===== config.mk =====
export PLATFORM = sky130hd
export DESIGN_NAME = bar_timer_ctrl
export DESIGN_NICKNAME = d
export VERILOG_FILES = /design/src/rtl/bar_timer_ctrl.sv
export SDC_FILE = /design/constraint.sdc
export NUM_CORES = 1
export LEC_CHECK = 0
export ABC_AREA = 1
export CORE_UTILIZATION = 55
export CTS_BUF_LIST = sky130_fd_sc_hd__clkbuf_2 sky130_fd_sc_hd__clkbuf_4 sky130_fd_sc_hd__clkbuf_8
export DETAILED_ROUTE_END_ITERATION = 10
export HOLD_SLACK_MARGIN = 0.08
export PLACE_DENSITY = 0.78
export SLEW_MARGIN = 0
export SYNTH_ARGS = -nofsm -noshare
export SYNTH_HDL_FRONTEND = slang
export SYNTH_SLANG_ARGS = --single-unit

===== constraint.sdc =====
create_clock -name clk -period 3.75 [get_ports clk]
set_clock_uncertainty 0.15 [all_clocks]
set_input_delay 0.9375 -clock clk [delete_from_list [all_inputs] [get_ports clk]]
set_output_delay 0.9375 -clock clk [all_outputs]
set_load 0.01 [all_outputs]

===== src/rtl/bar_timer_ctrl.sv =====
// Top-of-screen timer bar sequencer: shrinks the bar once every few frames, refills on request,
// and picks the bar colour (normal, blinking warning, expired). All outputs are registered.
module bar_timer_ctrl #(
  parameter int unsigned BAR_MAX_WIDTH    = 640,
  parameter int unsigned FRAMES_PER_PIXEL = 4,
  parameter int unsigned REFILL_PIXELS    = 64,
  parameter int unsigned WARN_WIDTH       = 80,
  parameter int unsigned BLINK_FRAMES     = 8,
  parameter logic [7:0]  NORMAL_COLOR     = 8'h88,
  parameter logic [7:0]  WARN_COLOR       = 8'hE0
) (
  input  logic        clk,
  input  logic        resetN,
  input  logic        startOfFrame,
  input  logic        start,
  input  logic        pause,
  input  logic        refill,
  output logic [10:0] barWidth,
  output logic [7:0]  barColor,
  output logic        running,
  output logic        expired
);

  typedef enum logic [1:0] {StIdle, StRun, StPause, StExpired} state_e;

  localparam logic [10:0] MaxW      = 11'(BAR_MAX_WIDTH);
  localparam logic [11:0] RefillAdd = 12'(REFILL_PIXELS);
  localparam logic [11:0] WarnW     = 12'(WARN_WIDTH);
  localparam logic [15:0] FppLast   = 16'(FRAMES_PER_PIXEL - 1);
  localparam logic [15:0] BlinkLast = 16'(BLINK_FRAMES - 1);

  state_e      state_q, state_d;
  logic [10:0] width_d;
  logic [15:0] frame_cnt_q, frame_cnt_d;
  logic [15:0] blink_cnt_q, blink_cnt_d;
  logic        blink_phase_q, blink_phase_d;
  logic [7:0]  color_d;
  logic        running_d, expired_d;
  logic        dec;
  logic [11:0] sum;
  logic [10:0] sat;

  // Width arithmetic is done 12 bits wide so a refill near full width saturates cleanly.
  assign dec = (state_q == StRun) && startOfFrame && (frame_cnt_q == FppLast);
  assign sum = {1'b0, barWidth} - {11'd0, dec} + (refill ? RefillAdd : 12'd0);
  assign sat = (sum > {1'b0, MaxW}) ? MaxW : sum[10:0];

  always_ff @(posedge clk or negedge resetN) begin
    if (!resetN) begin
      state_q       <= StIdle;
      barWidth      <= MaxW;
      barColor      <= NORMAL_COLOR;
      running       <= 1'b0;
      expired       <= 1'b0;
      frame_cnt_q   <= '0;
      blink_cnt_q   <= '0;
      blink_phase_q <= 1'b0;
    end else begin
      state_q       <= state_d;
      barWidth      <= width_d;
      barColor      <= color_d;
      running       <= running_d;
      expired       <= expired_d;
      frame_cnt_q   <= frame_cnt_d;
      blink_cnt_q   <= blink_cnt_d;
      blink_phase_q <= blink_phase_d;
    end
  end

  always_comb begin
    state_d       = state_q;
    width_d       = barWidth;
    frame_cnt_d   = frame_cnt_q;
    blink_cnt_d   = blink_cnt_q;
    blink_phase_d = blink_phase_q;
    if (start) begin
      state_d       = StRun;
      width_d       = MaxW;
      frame_cnt_d   = '0;
      blink_cnt_d   = '0;
      blink_phase_d = 1'b0;
    end else begin
      unique case (state_q)
        StIdle: ;
        StRun: begin
          if (startOfFrame) begin
            frame_cnt_d = (frame_cnt_q == FppLast) ? 16'd0 : frame_cnt_q + 16'd1;
          end
          if ({1'b0, barWidth} >= WarnW) begin
            blink_cnt_d   = '0;
            blink_phase_d = 1'b0;
          end else if (startOfFrame) begin
            if (blink_cnt_q == BlinkLast) begin
              blink_cnt_d   = '0;
              blink_phase_d = ~blink_phase_q;
            end else begin
              blink_cnt_d = blink_cnt_q + 16'd1;
            end
          end
          width_d = sat;
          // Expiry wins over a same-cycle pause request.
          if (sat == 11'd0) begin
            state_d = StExpired;
          end else if (pause) begin
            state_d = StPause;
          end
        end
        StPause: begin
          width_d = sat;
          if (!pause) begin
            state_d = StRun;
          end
        end
        StExpired: width_d = 11'd0;
        default:   state_d = StIdle;
      endcase
    end
  end

  always_comb begin
    running_d = (state_d == StRun);
    expired_d = (state_d == StExpired) && (state_q != StExpired);
    unique case (state_d)
      StIdle:    color_d = NORMAL_COLOR;
      StExpired: color_d = WARN_COLOR;
      default:   color_d = (({1'b0, width_d} < WarnW) && blink_phase_d) ? WARN_COLOR : NORMAL_COLOR;
    endcase
  end

endmodule

# --- Word-level counts from Yosys, hierarchy flattened ---
# Cells that the tools add are included.
classes:
  addsub: 4
  magnitude_cmp: 3
  eq_ne: 8
  muxes: 25
  n_bitwise: 1
  reduce_logical: 12
ops:
  columns: ["cell", "n"]
  rows:
  - ["$mux W16", 9]
  - ["$add A16 B1 Y16 const B", 2]
  - ["$mux W11", 2]
  - ["$pmux W11 S2", 1]
  - ["$eq A16 B2 Y1 const B", 1]
  - ["$eq A16 B3 Y1 const B", 1]
  - ["$mux W7", 2]
  - ["$pmux W7 S2", 1]
  - ["$add A12 B7 Y12", 1]
  - ["$gt A12 B10 Y1 const B", 1]
  - ["$sub A11 B1 Y12", 1]
  - ["$ge A11 B7 Y1 const B", 1]
  - ["$logic_not A11 Y1", 1]
  - ["$lt A11 B7 Y1 const B", 1]
  - ["$mux W2", 4]
  - ["$eq A2 B2 Y1 const B", 3]
  - ["$mux W1", 5]
  - ["$eq A2 B1 Y1 const B", 2]
  - ["$logic_and A1 B1 Y1", 4]
  - ["$pmux W2 S2", 1]
  - ["$reduce_and A2 Y1", 2]
  - ["$reduce_bool A2 Y1", 2]
  - ["$reduce_bool A3 Y1", 1]
  - ["$logic_not A2 Y1", 1]
  - ["other kinds (3)", 3]
totals:
  register_bits: 56
  input_bits: 6
  output_inout_bits: 21
  word_cells: 61

# --- Depth between registers and ports, before layout ---
# Gate-level depths: netlist of run 1.
depth:
  word_depth: 13
  depth_mapped: 37
  mapped_depth_nobuf: 37

# --- Worst setup path before layout of run 1 ---
# Ideal clock, no wire load.
synth_timing:
  kind: "in2reg"
  start: "input port startOfFrame"
  end: "register barColor[5]"
  setup_ps: 74
  t_arrival_ps: 3938
  required_time_ps: 3526
  path_slack_ps: -412
  stages: 34
  n_path_buf: 0
  cell_sequence: "nand2_1 > nor2_1 > ha_1 > inv_1 > ha_1 > inv_1 > fa_1 > inv_1 > nand3_1 > nand2_2 > nand2_1 > nand2_1 > nand2_1 > nand2_2 > nand2_1 > nand2_2 > nand2_4 > nand2_4 > nor2_1 > nor2_1 > nand2_2 > nand2_1 > nand2_2 > nand2_1 > nand2_1 > ha_1 > inv_1 > nor2_1 > nand3_1 > nor2_2 > nand3_1 > nor2_2 > nand2_1 > o21ai_2"
synth_via:
  elab_chain_cells: 12
  word_cells_on_any_way: 22
  cone_classes: "2 x add/sub; 2 x order compare; 1 x eq/ne; 12 x mux; 5 x reduce/logical"
synth_lines:
  columns: ["item", "line_no", "source"]
  rows:
  - ["start: declaration", "14", "input logic startOfFrame,"]
  - ["$logic_and A1 B1 Y1 (2 in a row)", "44", "assign dec = (state_q == StRun) && startOfFrame && (frame_cnt_q == FppLast);"]
  - ["$sub A11 B1 Y12", "45", "assign sum = {1'b0, barWidth} - {11'd0, dec} + (refill ? RefillAdd : 12'd0);"]
  - ["$add A12 B7 Y12", "45", null]
  - ["$gt A12 B10 Y1", "46", "assign sat = (sum > {1'b0, MaxW}) ? MaxW : sum[10:0];"]
  - ["$mux W11", "46", null]
  - ["$pmux W11 S2 / $logic_not A11 Y1 (equally long branches)", "83, 102", null]
  - ["$mux W11 / $mux W2 (equally long branches)", "76, 102", null]
  - ["$lt A11 B7 Y1 / $pmux W2 S2 (equally long branches)", "126, 83", null]
  - ["$logic_and A1 B1 Y1 / $mux W2 (equally long branches)", "126, 76", null]
  - ["$mux W7, or another cell as far along", "126", "default: color_d = (({1'b0, width_d} < WarnW) && blink_phase_d) ? WARN_COLOR : NORMAL_COLOR;"]
  - ["$pmux W7 S2 *", "123", "unique case (state_d)"]
  - ["via color_d[5]", "37", "logic [7:0] color_d;"]
  - ["end signal: assignment", "61", "barColor <= color_d;"]
  - ["end: declaration", "19", "output logic [7:0] barColor,"]
# Mark *: on every way through the listed nets, which the timed path passes. The rest lies on a longest branch.
# A chain may end at the register's enable or synchronous reset.

# --- Final worst setup path of run 1 ---
layout_timing:
  start: "input port refill"
  end: "register barColor[5]"
layout_via:
  elab_chain_cells: 10
  word_cells_on_any_way: 16
  cone_classes: "1 x add/sub; 2 x order compare; 1 x eq/ne; 9 x mux; 3 x reduce/logical"
layout_lines:
  columns: ["item", "line_no", "source"]
  rows:
  - ["start: declaration", "17", "input logic refill,"]
  - ["$mux W7 *", "45", null]
  - ["$add A12 B7 Y12 *", "45", null]
  - ["$gt A12 B10 Y1", "46", null]
  - ["$mux W11 *", "46", null]
  - ["$pmux W11 S2 / $logic_not A11 Y1 (equally long branches)", "83, 102", null]
  - ["$mux W11 / $mux W2 (equally long branches)", "76, 102", null]
  - ["$lt A11 B7 Y1 / $pmux W2 S2 (equally long branches)", "126, 83", null]
  - ["$logic_and A1 B1 Y1 / $mux W2 (equally long branches)", "126, 76", null]
  - ["$mux W7, or another cell as far along", "126", null]
  - ["$pmux W7 S2 *", "123", null]
  - ["via color_d[5]", "37", null]
# Marked as above.

==> impl_metrics.csv, run 1 <==
group,metric,value,unit
finish,syn_to_final_growth,26.7,%
finish,num_antenna_cells,0,
timing,hold_viol_final,0,
run_status,violations,"DRC, setup timing",
route,firstDrtPassIters,8,
clocking,cts_sinks,50,
global_route,grt_max_degree,49,
floorplan,core,0.00642,mm^2
timing,tightest_slew,1.06,ns
finish,stdcell_count,671,
setup_path,critPathSlowestCell,"clkdlybuf4s50_1",
logic_synthesis,synth_cell_types,44,
clocking,cts.clk_slew.worst_paths,0.10,ns
global_route,grt_pass1_wl,14.7,mm
clocking,cts_buffer_depth,2,
global_route,grt_usage,25.9,%
route,vias,3612,
logic_synthesis,synth_top_area_cell,"dfrtp_1",
route,drc,6,
pwr,p_leak,2.25,nW
placed_design,portBuffers,21,
setup_path,slowest_delay,0.45,ns
timing,min_period,4.20,ns
pwr,p_per_area,704,mW/mm^2
global_route,grt_pass1_vias,3393,
setup_path,critPathArrivalTime,4.31,ns
placed_design,place_congestion,0.908,
global_route,antenna_found_initial,0,
logic_synthesis,yosysMostFrequentCell,"nand2_1",
setup_path,path_common_cell,"nand2_2",
logic_synthesis,ys_async_sr_fraction,100,%
floorplan,num_io_pins,27,
timing,maxSlewViolCount,0,
clocking,htreeDepth,2,
run_status,status,"finished, violations left",
placed_design,dp_hpwl,6.78,mm
timing,finalSetupViolCount,4,
clocking,clk_latency,0.32,ns
pwr,power.total,3.30,mW
flow_run,drv_cap,0,
route,drt-vias-per-instance,5.38,
timing,fin_ws,-0.450,ns
placed_design,pre_cts_ws,-1.10,ns
route,wl_per_cell,13.7,um
logic_synthesis,syn_area_per_cell,7.27,um^2
setup_path,path_max_fanout,5,
timing,slew_headroom,29.6,%
pwr,ir_drop,0.000312,V
timing,fin_crit_sh,112,%
setup_path,cp-start-kind,"primary input",
clocking,tritoncts,"done",
global_route,gr-total-overflow,0,
finish,post-route-util,73.0,%
logic_synthesis,synth_top_cell_area_share,31.8,%
logic_synthesis,ys_warn_count,0,
timing,max_freq,0.238,GHz
logic_synthesis,ys_top_cells_by_count,"101 x nand2_1, 81 x inv_1, 49 x nor2_1",
worst_hold_path,hp-class,"reg -> reg",
route,first_iter_violations,184,
timing,rsz0062_at_grt,"true",
finish,nets,627,
logic_synthesis,ys.flop_type,"dfrtp_1",
clocking,cts_buffers,5,
logic_synthesis,netlist_top_cells_area,"dfrtp_1 32%, nand2_1 10%, ha_1 9.1%",
floorplan,die_w,84.0,um
placed_design,dp_cells,652,
setup_path,criticalPathCategory,"in -> reg",
floorplan,num_rows,29,
finish,drive_gt1_share,26.8,%
logic_synthesis,syn_area,0.00370,mm^2
logic_synthesis,ys_ff_latch,50,
floorplan,chipHeight,84.0,um
floorplan,start_util,57.6,%
setup_path,cp.required,3.86,ns
logic_synthesis,netlist_instances,509,
route,ant_nets,0,
clocking,clockRootBuffer,"clkbuf_8",
timing,tns,-1.08,ns
route,routed_wl,9.19,mm
logic_synthesis,yosysSeqAreaShare,33.9,%
logic_synthesis,synth_edf_count,0,
setup_path,cp-end-kind,"register",
setup_path,reg2reg_slack,-0.35,ns
floorplan,die_area,0.00706,mm^2
-- critical path, delay by kind of cell --
kind / cells / cell delay [ns]
buf+inv: 6 / 0.73
simple gates: 21 / 1.72
fa+ha+maj: 3 / 0.86
compound gates: 1 / 0.05
-- flip-flops by register name (all words and copies together), names as in the netlist --
| register | cells |
|---|---|
| barColor | 2 |
| barWidth | 11 |
| blink_cnt_q | 16 |
| blink_phase_q | 1 |
| expired | 1 |
| frame_cnt_q | 16 |
| running | 1 |
| state_q | 2 |
-- metrics by stage --
step / instance area, um^2 / hold WS, ns
2_1_floorplan: 3760 / 0.325
3_3_place_gp: 4390 / 0.346
3_5_place_dp: 4390 / 0.347
4_1_cts: 4560 / 0.373
5_1_grt: 4690 / 0.393
6_report: 4690 / 0.377
-- area by class of cell --
cell class                      instances  area [um^2]
Multi-Input combinational cell        362         2240
Fill cell                             505         1730
Sequential cell                        50         1250
Timing Repair Buffer                   84          673
Inverter                               90          338
Tap cell                               77         96.3
Clock buffer                            5         68.8
Clock inverter                          3         23.8
-- layer usage --
metal / vias to the layer above / wire [um] / track usage [%]
met5: - / 0 / 0
met4: 0 / 218 / 10.0
met3: 21 / 325 / 3.17
met2: 89 / 4670 / 45.8
met1: 1696 / 3980 / 32.1
li1: 1806 / - / -
-- cells in the final DEF, fill, tap and decap left out, drive strengths merged, types with 4 or more instances in the layout --
master	instances
o21ai	15
buf	65
nand2	123
nor4	5
inv	90
clkbuf	5
nand4	16
o22ai	5
dfrtp	47
nor3b	4
nor2	54
a21oi	27
conb	5
clkdlybuf4s50	19
nand3	32
nor3	21
ha	27
xor2	5
-- timing repair --
item	in CTS	in global routing
pin swaps	22	23
setup endpoints to repair	5	6
buffers inserted	6	5
hold endpoints to repair	0	0
resized for setup	13	21
gates cloned	0	0
hold buffers	0	0
-- logic make-up (layout without fill, tap and decap cells) --
group,count (synthesis),in the layout,share of synthesized area (%)
and+or+nand+nor,259,259,33.0
xor gates and xnor gates,5,5,1.18
adders and majority gates,28,28,9.67
DFF,50,50,33.9
AOI/OAI and AO/OA,65,65,11.3
buffers and inverters,100,182,10.8
other,2,5,0.203
-- where the power goes --
group          total, mW  internal (mW)  switching (mW)
clock              0.331          0.134           0.197
sequential         0.671          0.616          0.0550
combinational       2.30          0.997            1.31
total               3.30           1.75            1.56
-- worst paths after layout --
| check | startpoint | end | depth (start not counted) |
|---|---|---|---|
| max | refill | barColor[5] | 31 |
| min | blink_cnt_q[1] | blink_cnt_q[1] | 2 |
| max reg2reg | frame_cnt_q[0] | barColor[5] | 34 |
| min reg2reg | blink_cnt_q[1] | blink_cnt_q[1] | 2 |
| max in group asynchronous | resetN | barColor[3] | 2 |
| min in group asynchronous | resetN | barColor[5] | 1 |
Note: power is estimated with default switching activity, not from simulation.
==> inputs of run 2 (changes only) <==
==> constraint.sdc (replaced) <==
create_clock -name clk -period 3.4 [get_ports clk]
set_clock_uncertainty 0.15 [all_clocks]
set_input_delay 0.85 -clock clk [delete_from_list [all_inputs] [get_ports clk]]
set_output_delay 0.85 -clock clk [all_outputs]
set_load 0.01 [all_outputs]
==> run 2 against run 1 <==
Compared with the run above:
- sequential cell count did not move
- critical path type unchanged
- the flow still finishes with violations (DRC, setup timing)
- routed wire length increased by 0.65%
- hold slack got worse by 0.0014 ns
==> impl_metrics.csv, run 2 (synthesized netlist as in run 1, its figures left out) <==
group,metric,value,unit
clocking,tritoncts,"done",
setup_path,critPathBufInv,5,
pwr,p_leak,2.29,nW
finish,post-route-util,73.7,%
setup_path,cp.required,3.49,ns
route,first_iter_violations,165,
worst_hold_path,hp-class,"reg -> reg",
timing,fin_crit_sh,121,%
clocking,htreeDepth,2,
timing,maxSlewViolCount,0,
finish,largestRegisters,"blink_cnt_q x16, frame_cnt_q x16, barWidth x11",
setup_path,cp-start-kind,"primary input",
setup_path,cpLargestDelayFamily,"simple AND/OR/NAND/NOR gates",
run_status,violations,"DRC, setup timing",
clocking,cts_buffer_depth,2,
setup_path,slowest_delay,0.45,ns
route,firstDrtPassIters,8,
clocking,cts.clk_slew.worst_paths,0.09,ns
route,vias,3685,
finish,final_cell_mix,"89 x nand2_1, 76 x inv_1, 66 x buf_4, 47 x dfrtp_1, 45 x nor2_1",
floorplan,core,0.00642,mm^2
finish,fill_cells,475,
run_status,status,"finished, violations left",
global_route,antenna_found_initial,0,
floorplan,num_io_pins,27,
pwr,pwr-share-comb,68.3,%
placed_design,place_congestion,0.910,
route,drc,6,
floorplan,num_rows,29,
finish,nets,632,
floorplan,start_util,57.6,%
floorplan,chipHeight,84.0,um
global_route,gr-total-overflow,0,
pwr,pwr-share-clk,11.8,%
finish,num_antenna_cells,0,
timing,slew_headroom,28.7,%
route,wl_per_cell,13.7,um
timing,tightest_slew,1.07,ns
finish,syn_to_final_growth,27.8,%
setup_path,critPathSlowestCell,"clkdlybuf4s50_1",
global_route,grt_max_degree,49,
finish,drive_gt1_share,27.2,%
global_route,grt_usage,27.2,%
finish,regArea,0.00125,mm^2
setup_path,path_max_fanout,6,
setup_path,critPathArrivalTime,4.22,ns
placed_design,dp_hpwl,6.94,mm
route,routed_wl,9.25,mm
global_route,grt_pass1_vias,3575,
route,ant_nets,0,
clocking,clockRootBuffer,"clkbuf_8",
setup_path,cp-end-kind,"register",
timing,rsz0062_at_grt,"true",
clocking,clk_latency,0.30,ns
setup_path,criticalPathCategory,"in -> reg",
route,drt-vias-per-instance,5.45,
clocking,cts_buffers,5,
global_route,grt_pass1_wl,15.5,mm
timing,fin_ws,-0.728,ns
timing,min_period,4.13,ns
pwr,power.total,3.64,mW
timing,hold_viol_final,0,
pwr,power_frac_seq,20.0,%
pwr,ir_drop,0.000315,V
pwr,p_sw_share,45.4,%
pwr,p_per_area,769,mW/mm^2
timing,max_freq,0.242,GHz
flow_run,drv_cap,0,
pwr,power.net_switching,1.65,mW
setup_path,path_common_cell,"nand2_2",
pwr,intPower,1.99,mW
floorplan,die_w,84.0,um
finish,multi_input_area,0.00221,mm^2
placed_design,portBuffers,21,
floorplan,die_area,0.00706,mm^2
timing,finalSetupViolCount,5,
finish,final_common_cell,"nand2_1",
clocking,cts_sinks,50,
-- run 2: path summary, 6_finish.rpt --
| path | startpoint | endpoint | slack, ns | cells after the start |
|---|---|---|---|---|
| worst min register to register | blink_cnt_q[4] | blink_cnt_q[4] | 0.38 | 1 |
| worst max register to register | frame_cnt_q[0] | barColor[5] | -0.70 | 34 |
| max in group asynchronous | resetN | barWidth[9] | 1.80 | 2 |
| worst min-delay path | blink_cnt_q[4] | blink_cnt_q[4] | 0.38 | 1 |
| min in group asynchronous | resetN | barWidth[5] | 0.57 | 1 |
| worst max-delay path | refill | barColor[5] | -0.73 | 29 |
-- run 2: layout make-up --
type / count / share of cell area (%)
Inverter: 90 / 7.14
Multi-Input combinational cell: 362 / 46.7
Timing Repair Buffer: 89 / 15.2
Clock inverter: 1 / 0.635
Tap cell: 77 / 2.04
Clock buffer: 7 / 1.77
Sequential cell: 50 / 26.5
-- run 2: per-layer routing --
layer | part of all wire [%] | wire [um] | track usage [%] | vias up
met5 | 0 | 0 | 0 | -
li1 | - | - | - | 1819
met4 | 2.9 | 267 | 9.40 | 0
met1 | 44 | 4050 | 33.7 | 1731
met3 | 3.6 | 332 | 3.56 | 25
met2 | 50 | 4600 | 48.4 | 110
-- run 2: power groups by stage --
| stage | registers [mW] | logic, mW | clock network (mW) |
|---|---|---|---|
| after floorplan | 0.762 | 1.43 | 0 |
| after detailed placement | 0.736 | 2.32 | 0 |
| after global placement | 0.731 | 2.26 | 0 |
| final | 0.726 | 2.48 | 0.429 |
| after CTS | 0.727 | 2.38 | 0.440 |
| after global routing | 0.733 | 2.72 | 0.461 |
-- run 2: stage by stage --
step	hold WS, ns	setup TNS (ns)	cells	worst slack [ns]	cell area (um^2)
floorplan	0.325	-1.15	512	-0.583	3760
finish	0.375	-1.93	676	-0.728	4730
global placement	0.351	-8.02	664	-1.24	4480
global route	0.412	-3.06	676	-0.969	4730
CTS	0.381	-2.19	676	-0.678	4670
detailed placement	0.360	-8.85	664	-1.33	4480
-- run 2: worst register-to-register path: cells and delay by family (launching register included) --
| kind | cells | cell delay, ns |
|---|---|---|
| AO/OA/AOI/OAI | 1 | 0.05 |
| buffers and inverters | 3 | 0.12 |
| AND/OR/NAND/NOR | 25 | 2.03 |
| flip-flops | 1 | 0.39 |
| adder cells (fa/ha/maj) | 5 | 1.30 |
-- run 2: repair_timing --
action	CTS	global route
cloned	0	0
gates resized for setup	17	17
hold buffers	0	0
buffers inserted	4	2
pin swaps	22	27
endpoints found under the setup margin	13	13
